`config.mk`:
```
export PLATFORM = sky130hd
export DESIGN_NAME = multicycle_ctrl_rv32i
export DESIGN_NICKNAME = d
export VERILOG_FILES = /design/src/rtl/multicycle_ctrl_rv32i.sv
export SDC_FILE = /design/constraint.sdc
export NUM_CORES = 1
export LEC_CHECK = 0
export BUFFER_PORTS_ARGS = -buffer_cell sky130_fd_sc_hd__buf_2
export CORE_MARGIN = 8
export CORE_UTILIZATION = 35
export CTS_CLUSTER_SIZE = 8
export DETAILED_ROUTE_END_ITERATION = 12
export HOLD_SLACK_MARGIN = 0.08
export SLEW_MARGIN = 20
export SYNTH_ARGS = -nofsm -noshare
export SYNTH_HDL_FRONTEND = slang
export SYNTH_SLANG_ARGS = --single-unit
```
`constraint.sdc`:
```
create_clock -name clk -period 2.75 [get_ports clk]
set_input_delay 0.55 -clock clk [delete_from_list [all_inputs] [get_ports clk]]
set_output_delay 0.55 -clock clk [all_outputs]
set_load 0.1 [all_outputs]
```
`src/rtl/multicycle_ctrl_rv32i.sv`:
```
// Multi-cycle control FSM for the RV32I core: sequences FETCH/DECODE/EXEC/MEM/WB,
// drives datapath strobes and a single req/ack memory port, counts retired instructions.
module multicycle_ctrl_rv32i (
    input  logic        clk,
    input  logic        rst_n,
    input  logic        run,
    input  logic [6:0]  opcode,
    input  logic        branch_taken,
    input  logic        mem_ack,
    output logic        mem_req,
    output logic        mem_we,
    output logic        ir_we,
    output logic        pc_we,
    output logic [1:0]  pc_sel,
    output logic [2:0]  cu_immtype,
    output logic        alu_srcb,
    output logic        reg_we,
    output logic [1:0]  wb_sel,
    output logic [2:0]  state,
    output logic        illegal,
    output logic [31:0] instret
);

    typedef enum logic [2:0] {
        S_FETCH  = 3'd0,
        S_DECODE = 3'd1,
        S_EXEC   = 3'd2,
        S_MEM    = 3'd3,
        S_WB     = 3'd4,
        S_HALT   = 3'd5
    } state_e;

    typedef enum logic [3:0] {
        C_LOAD, C_STORE, C_OPIMM, C_OP, C_LUI, C_AUIPC,
        C_JAL, C_JALR, C_BRANCH, C_FENCE, C_SYSTEM, C_UNKNOWN
    } op_class_e;

    state_e      state_q, state_d;
    logic        pending_q, pending_d;
    logic        illegal_q, illegal_d;
    logic [31:0] instret_q, instret_d;

    op_class_e   cls;
    logic [2:0]  immtype_c;
    logic        srcb_c;
    logic        mem_req_c, mem_we_c, ir_we_c, pc_we_c, reg_we_c;
    logic [1:0]  pc_sel_c, wb_sel_c;

    always_comb begin
        cls       = C_UNKNOWN;
        immtype_c = 3'b000;
        srcb_c    = 1'b0;
        case (opcode)
            7'b0000011: begin cls = C_LOAD;   srcb_c = 1'b1; end
            7'b0100011: begin cls = C_STORE;  immtype_c = 3'b001; srcb_c = 1'b1; end
            7'b0010011: begin cls = C_OPIMM;  srcb_c = 1'b1; end
            7'b0110011: begin cls = C_OP; end
            7'b0110111: begin cls = C_LUI;    immtype_c = 3'b011; end
            7'b0010111: begin cls = C_AUIPC;  immtype_c = 3'b011; srcb_c = 1'b1; end
            7'b1101111: begin cls = C_JAL;    immtype_c = 3'b100; end
            7'b1100111: begin cls = C_JALR;   srcb_c = 1'b1; end
            7'b1100011: begin cls = C_BRANCH; immtype_c = 3'b010; end
            7'b0001111: begin cls = C_FENCE; end
            7'b1110011: begin cls = C_SYSTEM; end
            default:    begin cls = C_UNKNOWN; end
        endcase
    end

    always_comb begin
        state_d   = state_q;
        pending_d = pending_q;
        illegal_d = illegal_q;
        mem_req_c = 1'b0;
        mem_we_c  = 1'b0;
        ir_we_c   = 1'b0;
        pc_we_c   = 1'b0;
        reg_we_c  = 1'b0;
        pc_sel_c  = 2'd0;
        wb_sel_c  = 2'd0;
        case (state_q)
            S_FETCH: begin
                // An issued request is held through run dropping until acknowledged.
                mem_req_c = run | pending_q;
                if (mem_req_c) begin
                    if (mem_ack) begin
                        ir_we_c   = 1'b1;
                        pending_d = 1'b0;
                        state_d   = S_DECODE;
                    end else begin
                        pending_d = 1'b1;
                    end
                end
            end
            S_DECODE: begin
                if (cls == C_SYSTEM) begin
                    state_d = S_HALT;
                end else if (cls == C_UNKNOWN) begin
                    state_d   = S_HALT;
                    illegal_d = 1'b1;
                end else begin
                    state_d = S_EXEC;
                end
            end
            S_EXEC: begin
                if (cls == C_BRANCH) begin
                    pc_we_c  = 1'b1;
                    pc_sel_c = branch_taken ? 2'd1 : 2'd0;
                    state_d  = S_FETCH;
                end else if (cls == C_FENCE) begin
                    pc_we_c = 1'b1;
                    state_d = S_FETCH;
                end else if (cls == C_LOAD || cls == C_STORE) begin
                    state_d = S_MEM;
                end else begin
                    state_d = S_WB;
                end
            end
            S_MEM: begin
                mem_req_c = 1'b1;
                mem_we_c  = (cls == C_STORE);
                if (mem_ack) begin
                    if (cls == C_STORE) begin
                        pc_we_c = 1'b1;
                        state_d = S_FETCH;
                    end else begin
                        state_d = S_WB;
                    end
                end
            end
            S_WB: begin
                reg_we_c = 1'b1;
                pc_we_c  = 1'b1;
                state_d  = S_FETCH;
                case (cls)
                    C_LOAD:  wb_sel_c = 2'd1;
                    C_LUI:   wb_sel_c = 2'd3;
                    C_JAL:   begin wb_sel_c = 2'd2; pc_sel_c = 2'd1; end
                    C_JALR:  begin wb_sel_c = 2'd2; pc_sel_c = 2'd2; end
                    default: wb_sel_c = 2'd0;
                endcase
            end
            S_HALT: begin
                state_d = S_HALT;
            end
            default: begin
                state_d = S_FETCH;
            end
        endcase
        instret_d = instret_q + {31'd0, pc_we_c};
    end

    always_ff @(posedge clk or negedge rst_n) begin
        if (!rst_n) begin
            state_q   <= S_FETCH;
            pending_q <= 1'b0;
            illegal_q <= 1'b0;
            instret_q <= '0;
        end else begin
            state_q   <= state_d;
            pending_q <= pending_d;
            illegal_q <= illegal_d;
            instret_q <= instret_d;
        end
    end

    // Combinational outputs are gated so nothing fires while reset is held.
    assign mem_req    = rst_n & mem_req_c;
    assign mem_we     = rst_n & mem_we_c;
    assign ir_we      = rst_n & ir_we_c;
    assign pc_we      = rst_n & pc_we_c;
    assign reg_we     = rst_n & reg_we_c;
    assign alu_srcb   = rst_n & srcb_c;
    assign pc_sel     = rst_n ? pc_sel_c  : '0;
    assign wb_sel     = rst_n ? wb_sel_c  : '0;
    assign cu_immtype = rst_n ? immtype_c : '0;
    assign state      = state_q;
    assign illegal    = illegal_q;
    assign instret    = instret_q;

endmodule
```
==> out/metrics.cfg <==
[run_status]
outcome = complete, no violations

[synthesis]
yosys_most_used_dff = dfrtp_1
synth_area_per_cell_um2 = 9.55
synth_cell_types = 53
synth_cells = 237
synth_warnings = 0
syn-num-nets = 251
synth_edf_count = 0
synthArstFlopShare = 1.00
ys_seq_elements = 37
synth-seq-area-share = 0.409
synthesis.area_um2 = 2260

[worst_setup_path]
r2r_end = instret[12]
path_max_fanout = 10
startpoint_type = flop
crit_start = state[1]
crit_required_ns = 2.20
ff2ff_path_depth = 10
critPathArrivalTime_ns = 2.11
r2r_start = state[0]
cp-end-kind = output pin
timing.setup.critical_path_class = reg2out
critPathCapture = pc_sel[1]
r2r_slack_ns = 0.14

[layout]
ff_latch_area_um2 = 935
layout-drive-gt1-share = 0.401
multiInputGateArea_um2 = 1400
area_delta_synth_final_pct = 45.1
filler_cell_count = 574
final_cell_area_um2 = 3280
fin_util = 0.520
nNetsFinal = 335
diodes = 0

[detailed_routing]
wl_per_cell_um = 16.3
antenna_left = 0
drt-total-wl_um = 6510
drc_errors = 0
vias = 2169
m1WireLength_um = 3050
drt_iter0_drc = 106
wl_met3_um = 360
via_per_inst = 5.44
firstDrtPassIters = 5
wl_met2_um = 3050
dr.max_layer_used = met4

[cts]
cts.sinks = 37
clk_pin_slew_worst_paths_ns = 0.07
cts_inserted_buffers = 5
htreeDepth = 2
clk_path_buf_depth = 2
tritoncts = built
root_buffer = clkbuf_8
clock_latency_ns = 0.28

[floorplan]
dieArea_um2 = 9290
start_util = 0.358
placementRows = 29
die_w_um = 96.4
die_h_um = 96.4
coreArea_um2 = 6310
ioPinCount = 61

[place]
io_buffers = 60
placed_cell_area_um2 = 3120
gp_congestion = 0.827
pre_cts_ws_ns = -0.0945
place_hpwl_um = 4980

[timing]
holdWs_ns = 0.238
setup_violations = 0
timing.final.ws_setup_ns = 0.0910
period_needed_ns = 2.66
maxSlewViolCount = 0
clock_skew_ns = 0.00733
rsz0062_at_grt = true
fmax_mhz = 376
hold_viol = 0
fin_crit_sh = 0.967
tightest_slew_ns = 0.546
slew_headroom = 0.634

[run]
maxCapViolations = 0

[power_and_ir_drop]
powerDensity_nw_per_um2 = 566
ir_worst_vdd_uv = 433
p_leak_nw = 1.49

[global_routing]
grt_start_max_net_pins = 26
grt-ovfl-total = 0
grt_pass1_wl_um = 10400
grtUsageTotal = 0.143
first_global_vias = 2072
antenna_found_initial = 0

[worst_hold_path]
min_path_type = in2async

-- critical path, stage by stage, from the launching register on --
cell and delay [ns]:
dfrtp_4 0.47, buf_4 0.18, nor2_4 0.17, and3_4 0.28, o2111ai_1 0.19, and3b_4 0.37, buf_12 0.17
-- Yosys cell counts, types with 2 or more instances --
cell type,count,area share
buf_6,2,0.010
nand3_1,14,0.031
and3_1,5,0.014
nor3_1,5,0.011
a31oi_1,3,0.0083
nand4_1,16,0.044
o21a_1,2,0.0066
o211ai_1,2,0.0066
o22ai_1,2,0.0055
o32a_1,2,0.0088
nor3b_1,3,0.010
and4_1,5,0.019
a21oi_1,4,0.0088
buf_2,8,0.018
dfrtp_1,37,0.41
ha_1,2,0.011
nand2_1,20,0.033
xor2_1,8,0.031
o21ai_0,7,0.015
o2111ai_1,2,0.0077
nor3_2,2,0.0088
nor2_1,15,0.025
nor4_1,3,0.0083
and2_1,4,0.011
nor2b_1,3,0.0083
xnor2_1,24,0.093
and3b_1,4,0.015
inv_1,8,0.013
-- registers in the layout (all words and copies together) (netlist names) --
| register | count |
|---|---|
| illegal | 1 |
| pending_q | 1 |
| state | 3 |
| instret | 32 |
-- layout by cell type, fill, tap and decap left out, types with 3 or more instances in the layout --
cell | synthesis | layout
o21ai_0 | 7 | 6
buf_4 | 0 | 26
buf_12 | 0 | 14
and3_1 | 5 | 3
nor3_1 | 5 | 4
inv_1 | 8 | 7
dfrtp_1 | 37 | 34
nor2b_1 | 3 | 3
xnor2_1 | 24 | 24
buf_2 | 8 | 47
and2_1 | 4 | 4
nand3_1 | 14 | 14
and4_1 | 5 | 5
nand2_1 | 20 | 19
nand4_1 | 16 | 16
and3b_1 | 4 | 3
nor2_4 | 0 | 4
a21oi_1 | 4 | 3
nor3_4 | 0 | 3
xor2_1 | 8 | 8
clkbuf_8 | 0 | 6
nor2_1 | 15 | 10
-- power by group --
part / switching [mW] / internal [mW] / leakage (nW)
Clock: 0.178 / 0.204 / 0.0455
Combinational: 0.607 / 0.200 / 0.950
Sequential: 0.0642 / 0.603 / 0.491
Total: 0.849 / 1.01 / 1.49
-- timing repair --
| item | CTS | global route |
|---|---|---|
| setup buffers | 0 | 3 |
| hold buffers | 0 | 0 |
| setup endpoints to repair | 0 | 8 |
| resized for setup | 0 | 11 |
-- routing by layer --
metal,vias to the layer above,track usage
met1,1069,0.196
met2,57,0.222
met5,-,0
met3,6,0.0294
li1,1037,-
met4,0,0.0378
-- area by class of cell --
class	count	area share
multi-input combinational	180	0.427
sequential	37	0.285
timing repair buffer	88	0.220
tap	77	0.0294
clock buffer	8	0.0274
inverter	9	0.0118
-- through the flow --
step / instances / setup TNS (ns) / power, mW
floorplan: 237 / -0.491 / 1.25
global placement: 388 / -0.0387 / 1.43
detailed placement: 388 / -0.222 / 1.45
CTS: 396 / 0 / 1.83
global route: 399 / -0.0113 / 1.96
finish: 399 / 0 / 1.86
-- worst min-delay path by stage --
stage                            from     endpoint  slack [ns]  cells after the start
after global placement    instret[31]  instret[31]        0.46                      1
after global routing            rst_n    pending_q        0.25                      2
final                           rst_n    pending_q        0.24                      2
after floorplan                 rst_n      illegal        0.25                      0
after CTS                       rst_n    pending_q        0.23                      2
after detailed placement  instret[31]  instret[31]        0.47                      1
-- cells by family (layout without fill, tap and decap cells) --
| logic type | Yosys count | count (layout) | synth area share |
|---|---|---|---|
| AO/OA/AOI/OAI | 35 | 35 | 0.117 |
| XOR/XNOR | 32 | 32 | 0.124 |
| adder cells (fa/ha/maj) | 2 | 2 | 0.0111 |
| buffers and inverters | 20 | 105 | 0.0465 |
| flip-flops | 37 | 37 | 0.409 |
| AND/OR/NAND/NOR | 111 | 111 | 0.293 |
Power figures use the tool's default switching activity.
